`src/rtl/audio_pkg.sv`:
```
// audio_pkg: shared sample types, FSM states and saturation limits for the audio output path.
package audio_pkg;
    localparam int DEF_DATA_W = 24;
    typedef struct packed {
        logic [DEF_DATA_W-1:0] left;
        logic [DEF_DATA_W-1:0] right;
    } stereo_t;
    typedef enum logic [1:0] {IDLE = 2'd0, ISSUE = 2'd1, GAP = 2'd2} state_e;
    localparam logic [DEF_DATA_W-1:0] SAT_MAX = {1'b0, {(DEF_DATA_W-1){1'b1}}};
    localparam logic [DEF_DATA_W-1:0] SAT_MIN = {1'b1, {(DEF_DATA_W-1){1'b0}}};
endpackage

```
`src/rtl/audio_out_buffer_if.sv`:
```
// audio_out_buffer_if: filter-side input, CODEC write port and status of the output buffer.
interface audio_out_buffer_if #(
    parameter int DATA_W = audio_pkg::DEF_DATA_W,
    parameter int DEPTH  = 8,
    parameter int UCNT_W = 8
);
    localparam int LVL_W = $clog2(DEPTH) + 1;
    logic              in_valid;
    logic [DATA_W-1:0] in_left;
    logic [DATA_W-1:0] in_right;
    logic              in_ready;
    logic              write_ready;
    logic              write;
    logic [DATA_W-1:0] writedata_left;
    logic [DATA_W-1:0] writedata_right;
    logic [LVL_W-1:0]  level;
    logic              overflow;
    logic [UCNT_W-1:0] underrun_cnt;
    modport master (
        output in_valid, in_left, in_right, write_ready,
        input  in_ready, write, writedata_left, writedata_right, level, overflow, underrun_cnt
    );
    modport slave (
        input  in_valid, in_left, in_right, write_ready,
        output in_ready, write, writedata_left, writedata_right, level, overflow, underrun_cnt
    );
endinterface

```
`src/rtl/stereo_fifo.sv`:
```
// stereo_fifo: DEPTH x W synchronous FIFO with occupancy; push when full and pop when empty are ignored.
module stereo_fifo #(
    parameter int W     = 48,
    parameter int DEPTH = 8
) (
    input  logic                   clk,
    input  logic                   rst,
    input  logic                   push,
    input  logic                   pop,
    input  logic [W-1:0]           din,
    output logic [W-1:0]           dout,
    output logic [$clog2(DEPTH):0] level,
    output logic                   full,
    output logic                   empty
);
    localparam int AW = $clog2(DEPTH);
    localparam int LW = AW + 1;
    logic [W-1:0]  mem [DEPTH];
    logic [AW-1:0] wptr, rptr;
    logic          do_push, do_pop;
    assign full    = level == LW'(DEPTH);
    assign empty   = level == '0;
    assign do_push = push && !full;
    assign do_pop  = pop && !empty;
    assign dout    = mem[rptr];
    always_ff @(posedge clk or posedge rst) begin
        if (rst) begin
            wptr  <= '0;
            rptr  <= '0;
            level <= '0;
        end else begin
            if (do_push) wptr <= wptr + AW'(1);
            if (do_pop) rptr <= rptr + AW'(1);
            level <= level + LW'(do_push) - LW'(do_pop);
        end
    end
    always_ff @(posedge clk) begin
        if (do_push) mem[wptr] <= din;
    end
endmodule

```
`src/rtl/audio_out_buffer.sv`:
```
// audio_out_buffer: queues stereo pairs and issues spaced CODEC write pulses, tracking overflow/underrun.
// Optional AUD_OUT_SAT_GAIN_EN applies a saturating left shift of GAIN_SHIFT on load.
module audio_out_buffer
    import audio_pkg::*;
#(
    parameter int DATA_W     = DEF_DATA_W,
    parameter int DEPTH      = 8,
    parameter int UCNT_W     = 8,
    parameter int GAIN_SHIFT = 1
) (
    input logic          CLOCK_50,
    input logic          reset,
    audio_out_buffer_if.slave bus
);
    localparam logic [1:0] S_IDLE  = IDLE;
    localparam logic [1:0] S_ISSUE = ISSUE;
    localparam logic [1:0] S_GAP   = GAP;
    logic [1:0]          state;
    logic                wr_q, full, empty, pop;
    logic [2*DATA_W-1:0] head;
    logic [DATA_W-1:0]   ld_l, ld_r;
    function automatic logic [DATA_W-1:0] sat_gain(input logic [DATA_W-1:0] x);
        logic [DATA_W+GAIN_SHIFT-1:0] w;
        w = {{GAIN_SHIFT{x[DATA_W-1]}}, x} << GAIN_SHIFT;
        // the dropped high bits must all equal the new sign bit, otherwise clamp
        return (w[DATA_W+GAIN_SHIFT-1:DATA_W-1] == '0 || &w[DATA_W+GAIN_SHIFT-1:DATA_W-1]) ? w[DATA_W-1:0] :
               w[DATA_W+GAIN_SHIFT-1] ? {1'b1, {(DATA_W-1){1'b0}}} : {1'b0, {(DATA_W-1){1'b1}}};
    endfunction
`ifdef AUD_OUT_SAT_GAIN_EN
    assign ld_l = sat_gain(head[2*DATA_W-1:DATA_W]);
    assign ld_r = sat_gain(head[DATA_W-1:0]);
`else
    assign ld_l = head[2*DATA_W-1:DATA_W];
    assign ld_r = head[DATA_W-1:0];
`endif
    stereo_fifo #(.W(2*DATA_W), .DEPTH(DEPTH)) u_fifo (
        .clk(CLOCK_50), .rst(reset), .push(bus.in_valid), .pop(pop),
        .din({bus.in_left, bus.in_right}), .dout(head), .level(bus.level), .full(full), .empty(empty)
    );
    assign bus.in_ready = !full;
    assign pop = state == S_IDLE && bus.write_ready && !empty;
    always_ff @(posedge CLOCK_50 or posedge reset) begin
        if (reset) begin
            state               <= S_IDLE;
            wr_q                <= 1'b0;
            bus.write           <= 1'b0;
            bus.writedata_left  <= '0;
            bus.writedata_right <= '0;
            bus.overflow        <= 1'b0;
            bus.underrun_cnt    <= '0;
        end else begin
            wr_q      <= bus.write_ready;
            state     <= pop ? S_ISSUE : state == S_ISSUE ? S_GAP : S_IDLE;
            bus.write <= pop;
            if (bus.in_valid && full) bus.overflow <= 1'b1;
            if (state == S_IDLE && bus.write_ready && !wr_q && empty && !(&bus.underrun_cnt))
                bus.underrun_cnt <= bus.underrun_cnt + UCNT_W'(1);
            if (pop) begin
                bus.writedata_left  <= ld_l;
                bus.writedata_right <= ld_r;
            end
        end
    end
endmodule

```
`src/flat_wrapper.sv`:
```
// flat-port wrapper written by rule: the top's interface ports become plain ports
module audio_out_buffer_flat import audio_pkg::*;
#(
    parameter int DATA_W     = DEF_DATA_W,
    parameter int DEPTH      = 8,
    parameter int UCNT_W     = 8,
    parameter int GAIN_SHIFT = 1
)
  (CLOCK_50, reset, bus_in_valid, bus_in_left, bus_in_right, bus_write_ready, bus_in_ready, bus_write, bus_writedata_left, bus_writedata_right, bus_level, bus_overflow, bus_underrun_cnt);
  audio_out_buffer_if #(.DATA_W(DATA_W), .DEPTH(DEPTH), .UCNT_W(UCNT_W)) bus_i ();
  input logic CLOCK_50;
  input logic reset;
  input wire logic [$bits(bus_i.in_valid)-1:0] bus_in_valid;
  input wire logic [$bits(bus_i.in_left)-1:0] bus_in_left;
  input wire logic [$bits(bus_i.in_right)-1:0] bus_in_right;
  input wire logic [$bits(bus_i.write_ready)-1:0] bus_write_ready;
  output wire logic [$bits(bus_i.in_ready)-1:0] bus_in_ready;
  output wire logic [$bits(bus_i.write)-1:0] bus_write;
  output wire logic [$bits(bus_i.writedata_left)-1:0] bus_writedata_left;
  output wire logic [$bits(bus_i.writedata_right)-1:0] bus_writedata_right;
  output wire logic [$bits(bus_i.level)-1:0] bus_level;
  output wire logic [$bits(bus_i.overflow)-1:0] bus_overflow;
  output wire logic [$bits(bus_i.underrun_cnt)-1:0] bus_underrun_cnt;
  assign bus_i.in_valid = bus_in_valid;
  assign bus_i.in_left = bus_in_left;
  assign bus_i.in_right = bus_in_right;
  assign bus_i.write_ready = bus_write_ready;
  assign bus_in_ready = bus_i.in_ready;
  assign bus_write = bus_i.write;
  assign bus_writedata_left = bus_i.writedata_left;
  assign bus_writedata_right = bus_i.writedata_right;
  assign bus_level = bus_i.level;
  assign bus_overflow = bus_i.overflow;
  assign bus_underrun_cnt = bus_i.underrun_cnt;
  audio_out_buffer #(.DATA_W(DATA_W), .DEPTH(DEPTH), .UCNT_W(UCNT_W), .GAIN_SHIFT(GAIN_SHIFT)) u_core (.CLOCK_50(CLOCK_50), .reset(reset), .bus(bus_i));
endmodule
```
`config.mk`:
```
export PLATFORM = sky130hd
export DESIGN_NAME = audio_out_buffer_flat
export DESIGN_NICKNAME = d
export VERILOG_FILES = /design/src/rtl/audio_pkg.sv /design/src/rtl/audio_out_buffer_if.sv /design/src/rtl/stereo_fifo.sv /design/src/rtl/audio_out_buffer.sv /design/src/flat_wrapper.sv
export SDC_FILE = /design/constraint.sdc
export NUM_CORES = 1
export LEC_CHECK = 0
export CORE_ASPECT_RATIO = 1.2
export CORE_MARGIN = 5
export CORE_UTILIZATION = 40
export CTS_BUF_LIST = sky130_fd_sc_hd__clkbuf_8
export DETAILED_ROUTE_END_ITERATION = 10
export GPL_ROUTABILITY_DRIVEN = 0
export PLACE_DENSITY = 0.62
export SYNTH_ARGS = -nofsm -noshare
export SYNTH_HDL_FRONTEND = slang
export SYNTH_SLANG_ARGS = --single-unit
```
`constraint.sdc`:
```
create_clock -name CLOCK_50 -period 4.8 [get_ports CLOCK_50]
set_input_delay 1.44 -clock CLOCK_50 [delete_from_list [all_inputs] [get_ports CLOCK_50]]
set_output_delay 1.44 -clock CLOCK_50 [all_outputs]
set_load 0.05 [all_outputs]
```
* After elaboration in Yosys (flattened, before gate mapping) *
Memory sizes are Yosys's and may differ from the RTL's. A register that Yosys moved wholly into a read port is not among the register bits.
Index checks and enable logic that the tools add are counted.

word-level totals
  register bits after elaboration = 23
  memory bits (writable) = 384
  input port bits = 52
  output and inout bits = 63
  memories kept = 1

operators by class
  $add $sub $neg = 5
  equality and inequality tests = 2
  multiplexer cells = 4
  reduce and logical (&&, ||, !) cells = 15

memory list
  memory             words  width  rd ports  clocked after Yosys merged registers in  write ports  line               RTL
  u_core.u_fifo.mem  8      48     1         1                                        1            stereo_fifo.sv:18  logic [W-1:0] mem [DEPTH];

operator list
  operator               number
  $add A8 B1 Y8 const B  1
  $logic_and A1 B1 Y1    8
  $reduce_and A8 Y1      1
  $add A3 B1 Y3 const B  2
  $add A4 B1 Y4          1
  $eq A4 B4 Y1 const B   1
  $logic_not A1 Y1       4
  $logic_not A4 Y1       1
  $mux W2                2
  $sub A4 B1 Y4          1
  $eq A2 B1 Y1 const B   1
  $logic_not A2 Y1       1
  $mux W1                2

* Longest topological paths before layout *
Gate-level depths: netlist of run 1.

  depth in word-level cells = 5
  gate-level depth with buffers = 11
  gate-level depth less buffers = 10

* Hierarchy *
A second synthesis of run 1 with hierarchy kept.

second synthesis, totals
  cell total of the unflattened synthesis = 765
  area total of the unflattened synthesis = 17,433.0 um^2

modules (own cells, without submodules)
  module            instances  cells each  area each (um^2)  seq. area each (um^2)
  stereo_fifo       1          614         15,098.2          11,781.3
  audio_out_buffer  1          151         2,334.7           1,501.4

* Worst setup path before layout of run 1 *
Ideal clock, no wire load.

  path type = register to register
  start point = reg u_core.u_fifo.level[2]
  end point = mem u_core.u_fifo.mem[0][0], enable pin
  setup time = 0.513 ns
  arrival = 5.149 ns
  data required time = 4.287 ns
  slack = -0.862 ns
  cell stages (with the launch flop) = 7
  path buffers = 0
  clock period less this slack = 5.662 ns
  path through = dfrtp_1 inv_1 ha_1 or3b_2 nand2_1 or2_2 nor3_1

on the way
  word-level cells in the longest chain between the ends = 5

ends and longest elaborated chain
  what                           line                RTL
  start: declaration             stereo_fifo.sv:12   output logic [$clog2(DEPTH):0] level,
  start signal: assignment       stereo_fifo.sv:34   level <= level + LW'(do_push) - LW'(do_pop);
  $eq A4 B4 Y1                   stereo_fifo.sv:21   assign full = level == LW'(DEPTH);
  $logic_not A1 Y1               n/a
  net bus_in_ready               flat_wrapper.sv:17  output wire logic [$bits(bus_i.in_ready)-1:0] bus_in_ready;
  $logic_and A1 B1 Y1            stereo_fifo.sv:23   assign do_push = push && !full;
  $mux W1                        stereo_fifo.sv:38   if (do_push) mem[wptr] <= din;
  $mux W1 (not written as such)  stereo_fifo.sv:38
  end: declaration               stereo_fifo.sv:18

The timed path passes the listed nets, and every way through them passes these cells.

* Worst setup path after layout of run 1 *
  start point = reg u_core.u_fifo.level[2]
  end point = out bus_in_ready

on the way
  word-level cells in the longest chain between the ends = 2

ends and longest elaborated chain
  what              line                    RTL
  $eq A4 B4 Y1      stereo_fifo.sv:21
  $logic_not A1 Y1  audio_out_buffer.sv:40  assign bus.in_ready = !full;
  end: declaration  flat_wrapper.sv:17

No other way between the ends.

==> results of run 1 <==
state kept, by name, indices dropped and copies added, names as in the netlist, 2 cells and up:
| signal | flops |
|---|---|
| u_core.u_fifo.mem | 384 |
| u_core.bus.writedata_left | 24 |
| u_core.bus.writedata_right | 24 |
| u_core.bus.underrun_cnt | 8 |
| u_core.u_fifo.level | 4 |
| u_core.u_fifo.rptr | 3 |
| u_core.u_fifo.wptr | 3 |
| u_core.state | 2 |
critical path: cells and delay by family (launching register included):
kind                       cells  cell delay (ns)
adders and majority gates      1             0.18
DFF                            1             0.39
and+or+nand+nor                1             0.54
buffers and inverters          2             0.86
kinds of logic after synthesis:
| logic type | Yosys count |
|---|---|
| flip-flops | 454 |
| multiplexers | 146 |
| AND/OR/NAND/NOR | 87 |
| AO/OA/AOI/OAI | 53 |
| buffers and inverters | 47 |
| XOR/XNOR | 12 |
| adder cells (fa/ha/maj) | 10 |
report_power, final:
| part | internal (mW) | switching, mW | total [mW] |
|---|---|---|---|
| sequential | 5.07 | 0.525 | 5.59 |
| combinational | 1.69 | 2.26 | 3.95 |
| clock | 1.59 | 1.44 | 3.03 |
layout make-up:
class                   instances  area [um^2]  share of cell area (%)
flip-flops and latches        454        13300                    65.3
clock buffers                  77         1060                    5.20
well taps                     552          691                    3.39
diodes                          1         2.50                  0.0123
clock inverters                50          267                    1.31
inverters                       9         36.3                   0.178
multi-input cells             308         3640                    17.9
repair buffers                139         1380                    6.77
Yosys cell counts (2+ instances only):
cell type  instances
edfxtp_1         384
mux4_2            96
dfrtp_1           70
nand2_1           59
mux2i_1           48
o21ai_1           44
buf_6             15
buf_2              9
ha_1               9
inv_1              9
xnor2_1            9
nor2_1             8
buf_4              7
clkbuf_4           5
nand4_1            4
o21ai_0            4
and3_1             3
nand3_1            3
xor2_1             3
a21o_1             2
clkbuf_2           2
mux2_2             2
nand2b_1           2
nor3_1             2
per-stage QoR:
stage	power, mW	cell area (um^2)	util (%)
floorplan	8.48	17200	-
global placement	9.70	19000	44.6
detailed placement	9.74	19000	44.6
CTS	12.8	20400	47.7
global route	13.3	20400	47.7
finish	12.6	20400	47.7
metal layers:
metal	up-vias	part of all wire, %	GRT usage, %
li1	3606	-	-
met1	4175	43	20.2
met2	181	50	24.3
met3	56	4.8	2.89
met4	2	1.8	5.12
met5	-	0.035	0
worst max path at each step:
| stage | from | slack [ns] | cells past startpoint | end |
|---|---|---|---|---|
| floorplan | u_core.u_fifo.level[2] | 0.45 | 6 | u_core.u_fifo.mem[2][0] |
| global placement | bus_write_ready | 0.95 | 10 | u_core.u_fifo.level[1] |
| detailed placement | bus_write_ready | 0.91 | 10 | u_core.u_fifo.level[2] |
| CTS | u_core.u_fifo.level[2] | 0.71 | 4 | bus_in_ready |
| global route | u_core.u_fifo.level[2] | 0.66 | 4 | bus_in_ready |
| finish | u_core.u_fifo.level[2] | 0.80 | 4 | bus_in_ready |
==> summary.txt, run 1 <==
CTS
  – Clock sinks: around 450
  – Clock root cell: clkbuf_8
  – CTS tree: yes
  – Clock transition at path regs: 0.06 ns
  – CTS Hold Bufs: 0
  – Clock insertion delay at the later pin of the skew report: 0.60 ns
  – Clock Tree Buf Depth: 3
  – Cts repair resizes: 0
  – Clock buffer count from CTS: 72
  – H-tree depth: 3
  – Setup Fix Bufs, Post-CTS: 0

Critical path
  – Slowest CP cell: clkdlybuf4s50_1
  – Reg2reg setup slack: between 2 and 2.5 ns
  – FF-to-FF path depth: 6
  – CP Class: reg -> out
  – Worst reg2reg startpoint: u_core.u_fifo.level[2]
  – CP Cell Sequence: inv_1, ha_1, or3b_2, clkdlybuf4s50_1
  – Worst reg2reg endpoint: u_core.u_fifo.mem[1][2]
  – Worst Setup Start Kind: register
  – Crit path largest cell delay: 0.75 ns
  – Crit. End Element: output pin
  – Worst EP arrival: 2.56 ns
  – Crit-path max FO: 4
  – Worst EP required: 3.36 ns

Yosys
  – Area contributors post-synth: edfxtp_1, mux4_2, dfrtp_1
  – Adder-Cell Fraction of Synth Area: 0.771%
  – #FFs+latches synth: approximately 450
  – Top-area cell type share of the netlist area: roughly 67%
  – Complex-gate fraction of the synthesized area: ~1.6%
  – XOR/XNOR Fraction of Synth Area: 0.611%
  – Syn Std Cell Area: roughly 17000 um^2
  – Synth unique cells: 34
  – Async SR Flop Fraction: between 10% and 20%
  – Largest family of logic cells by synthesized area: multiplexers
  – Register area share after synthesis: between 70% and 80%
  – Avg Cell Area, Syn: roughly 21 um^2
  – Post-Syn Instances: 809
  – Mux cell area share after synthesis: about 16%
  – Syn. warnings: 0
  – Post-Synth Simple-Gate Area: under 10%
  – Main synth FF type: edfxtp_1
  – Syn_nets: roughly 870
  – Number of synthesized flops with an enable pin: between 300 and 400
  – Largest area contributor in the netlist: edfxtp_1

STA
  – RSZ-0062 raised after global routing: no
  – Fin crit share: between 80% and 90%
  – Setup-failing EPs final: 0
  – Final Worst Setup Slack: around 0.8 ns
  – Final TNS setup: 0 ns
  – Tmin final: around 4 ns
  – Clock Skews: 0.0293 ns
  – Slew Limit Fails: 0
  – Fmax: around 250 MHz
  – Final hold slack: between 0.4 and 0.5 ns
  – Slew of the pin with the lowest slew margin: 0.823 ns
  – Worst slew margin: between 40% and 50%
  – Hold Violations, Final: 0

Global routing
  – GRT overflow: 0
  – Tot GR Track Use: between 10% and 20%
  – Largest net degree at the start of global routing: between 60 and 70
  – First-pass GRT wire length: 52900 um
  – Vias in the first global route: slightly below 9000
  – Antenna violations before repair: 2

Routing
  – DRC viols: 0
  – DRT Pass-1 Iters: 4
  – DR vias: roughly 8000
  – Antenna Nets Post-Route: 0
  – Routed len/inst: 21.6 um
  – Via density: 5.04
  – DRT iter0 DRCs: roughly 440
  – Final wirelength: between 30000 and 40000 um

Die
  – DIE HEIGHT: approximately 240 um
  – Core box area: 42700 um^2
  – I/O pin total: about 120
  – Num rows: 83
  – Die Wd: ~200 um
  – DIE AREA: ~47000 um^2
  – Initial Utilization: between 40% and 50%

Layout
  – Nets: around 1000
  – Layout cells sized above 1: between 20% and 30%
  – Fill count: 3570
  – Most common cell after layout, fill and taps aside: edfxtp_1
  – Most frequent cells in the layout: edfxtp_1, clkdlybuf4s50_1, mux4_2, clkbuf_8, dfrtp_1
  – Non-filler cells in the finished layout: approximately 1600
  – Layout area overhead: 18.5%

Run status
  – Status: completed

Flow run
  – Maxcap violations: 0

Power and ir drop
  – Pwr/cell area: roughly 600 nW/um^2
  – Worst VDD drop: 0.000304 V
  – Static leakage: between 7 and 8 nW

Worst hold path
  – Hold depth: 1
  – Worst Hold Path EP: u_core.state[1]
  – Worst min path class: reg -> reg
  – Min-delay src: u_core.state[1]

Placed design
  – DP Cell Count: 1462
  – Buffers on Ports: 114
  – Hpwl dp: 19200 um
  – Setup Slack @ Placement: 0.914 ns
No activity file was read; power rests on OpenSTA's default activity.
==> run 2, diff against run 1 <==
Settings changed: PLACE_DENSITY 0.62 to 0.6.
Clock period 4.8 ns to 3.8 ns, I/O delays scaled along.
==> run 2 against run 1 <==
  * Clock power grew 27%
  * Sequential share of layout area shrank 0.48 points
  * Combinational power grew 28%
  * Clock skew shrank 0.0099 ns
  * Global-route usage grew 0.57 points
  * Worst setup slack lost 0.64 ns
  * Register-to-register slack lost 0.87 ns
  * Non-clock buffer count grew 3
  * Power grew 27%
  * Design area grew 0.74%
  * Hold slack gained 0.013 ns
  * Sequential cell count is the same
  * Critical endpoint unchanged
  * Largest cell class unchanged
  * Largest power group unchanged
==> summary.txt, run 2 (same netlist as run 1, synthesis figures left out) <==
Run status
  – Status: completed

Power and ir drop
  – Switching pwr: 5.34 mW (+27%)
  – Clock share of power: 24.0% (about the same)
  – Pwr/cell area: 779 nW/um^2 (+26%)
  – Combinational share of power: 31.5% (about the same)
  – Worst VDD drop: 0.000538 V (+77%)
  – P_int: 10.6 mW (+27%)
  – Static leakage: 7.10 nW (+1.2%)
  – Reg power frac: 44.5% (about the same)
  – Sw frac: 33.5% (-0.14 points)

CTS
  – CTS tree: yes
  – Clock root cell: clkbuf_8
  – Clock Tree Buf Depth: 3 (unchanged)
  – H-tree depth: 3 (unchanged)
  – Clock sinks: 454 (unchanged)
  – Clock buffer count from CTS: 72 (unchanged)
  – Setup Fix Bufs, Post-CTS: 0 (unchanged)
  – CTS Hold Bufs: 0 (unchanged)
  – Clock transition at path regs: 0.06 ns (about the same)
  – Clock insertion delay at the later pin of the skew report: 0.60 ns (about the same)
  – Cts repair resizes: 0 (unchanged)

Routing
  – DR vias: 8071 (+0.64%)
  – DRC viols: 0 (unchanged)
  – DRT iter0 DRCs: 406 (-8.1%)
  – Via density: 5.05 (+0.19%)
  – Antenna Nets Post-Route: 0 (unchanged)
  – DRT Pass-1 Iters: 5 (+1)
  – Final wirelength: 35200 um (+2.3%)
  – Routed len/inst: 22.0 um (+1.9%)

Layout
  – Largest register FFs: 384 (unchanged)
  – Nets: 1049 (+0.29%)
  – Final instance area: 20500 um^2 (+0.74%)
  – Top flop regs: u_core.u_fifo.mem x384, u_core.bus.writedata_left x24, u_core.bus.writedata_right x24
  – Most frequent cells in the layout: edfxtp_1, clkdlybuf4s50_1, mux4_2, clkbuf_8, dfrtp_1
  – Layout area overhead: 19.3%
  – Layout cells sized above 1: 22.6% (+0.43 points)
  – Biggest register: u_core.u_fifo.mem
  – Most common cell after layout, fill and taps aside: edfxtp_1
  – Finished Core Util: 48.1% (+0.35 points)
  – Fill count: 3497 (-2.0%)

Placed design
  – Hpwl dp: 19600 um (+2.1%)
  – Buffers on Ports: 114 (unchanged)
  – Dpl cell area: 19200 um^2 (+0.64%)
  – Setup Slack @ Placement: 0.300 ns (-0.614 ns)

Critical path
  – CP Class: reg -> out
  – Worst Setup Start Kind: register
  – Crit path largest cell delay: 0.74 ns (about the same)
  – Reg2reg setup slack: 1.28 ns (-0.87 ns)
  – Worst EP required: 2.66 ns (-0.70 ns)
  – Slowest CP cell: clkdlybuf4s50_1
  – CP Cell Sequence: inv_1, ha_1, or3b_2, clkdlybuf4s50_1
  – Crit. End Element: output pin
  – Worst reg2reg endpoint: u_core.u_fifo.level[1]
  – Crit-path max FO: 4 (unchanged)
  – Critical path's top delay family: buffers and inverters
  – Buf+Inv Stages, Crit Path: 2 (unchanged)
  – Worst reg2reg startpoint: u_core.u_fifo.level[2]
  – FF-to-FF path depth: 10 (+4)
  – Worst EP arrival: 2.50 ns (-0.06 ns)

STA
  – Final TNS setup: 0 ns (unchanged)
  – Slew of the pin with the lowest slew margin: 0.939 ns (+0.116 ns)
  – Setup-failing EPs final: 0 (unchanged)
  – Fmax: between 200 and 300 MHz
  – Final Worst Setup Slack: 0.159 ns (-0.637 ns)
  – Slew Limit Fails: 0 (unchanged)
  – RSZ-0062 raised after global routing: no
  – Worst slew margin: 37.4% (-7.7 points)
  – Clock Skews: 0.0194 ns (-0.00992 ns)
  – Hold Violations, Final: 0 (unchanged)
  – Fin crit share: 95.8%
  – Tmin final: 3.64 ns

Flow run
  – Maxcap violations: 0 (unchanged)

Worst hold path
  – Worst Hold Path EP: u_core.state[1]
  – Worst min path class: reg -> reg
  – Min-delay src: u_core.state[1]
  – Hold depth: 1 (unchanged)

Global routing
  – Vias in the first global route: 8897 (+2.0%)
  – Antenna violations before repair: 5 (+3)
  – GRT overflow: 0 (unchanged)
  – Tot GR Track Use: 15.5% (+0.57 points)
  – Largest net degree at the start of global routing: 99 (+62%)
  – First-pass GRT wire length: 54700 um (+3.4%)

Die
  – DIE AREA: 47200 um^2 (unchanged)
  – I/O pin total: 115 (unchanged)
  – Initial Utilization: 40.3% (unchanged)
  – DIE HEIGHT: 237 um (unchanged)
  – Core box area: 42700 um^2 (unchanged)
  – Num rows: 83 (unchanged)
  – Die Wd: 199 um (unchanged)
run 2: cell types whose count changed in the layout (fill, tap and decap cells not counted):
cell	before	now
buf_12	4	12
inv_1	32	38
buf_4	21	16
clkinv_1	12	7
clkbuf_8	77	81
bufinv_16	2	1
run 2: power by group through the flow:
| stage | registers, mW | clock network, mW | logic (mW) |
|---|---|---|---|
| after floorplan | 7.78 | 0 | 2.94 |
| after global placement | 7.20 | 0 | 5.13 |
| after detailed placement | 7.24 | 0 | 5.16 |
| after CTS | 7.14 | 3.97 | 5.17 |
| after global routing | 7.24 | 4.23 | 5.46 |
| final | 7.10 | 3.84 | 5.04 |
run 2: final cells by class:
| cell class | count | area [um^2] | area share, % |
|---|---|---|---|
| repair buffers | 142 | 1500 | 7.32 |
| well taps | 552 | 691 | 3.37 |
| diodes | 1 | 2.50 | 0.0122 |
| flip-flops and latches | 454 | 13300 | 64.8 |
| clock buffers | 81 | 1110 | 5.43 |
| inverters | 9 | 36.3 | 0.177 |
| clock inverters | 50 | 240 | 1.17 |
| multi-input cells | 308 | 3640 | 17.7 |
run 2: how the worst max path moves through the flow:
stage	from	endpoint	slack, ns	depth (start not counted)
after floorplan	u_core.u_fifo.level[2]	u_core.u_fifo.mem[2][0]	-0.55	6
after global placement	bus_write_ready	u_core.u_fifo.level[1]	0.33	10
after detailed placement	bus_write_ready	u_core.u_fifo.level[1]	0.30	10
after CTS	u_core.u_fifo.level[2]	bus_in_ready	0.08	4
after global routing	u_core.u_fifo.level[2]	bus_in_ready	0.03	4
final	u_core.u_fifo.level[2]	bus_in_ready	0.16	4
run 2: layer usage:
metal | GRT usage [%] | routed length (um) | vias up
met3 | 3.46 | 1640 | 45
li1 | - | - | 3625
met2 | 25.1 | 17700 | 173
met5 | 0 | 68 | -
met1 | 20.8 | 15100 | 4220
met4 | 5.08 | 625 | 8
run 2: metrics by stage:
stage,power (mW),std cells,hold WS [ns]
final,16.0,1597,0.463
after global placement,12.3,1465,0.442
after CTS,16.3,1596,0.465
after floorplan,10.7,809,0.420
after detailed placement,12.4,1465,0.456
after global routing,16.9,1597,0.490
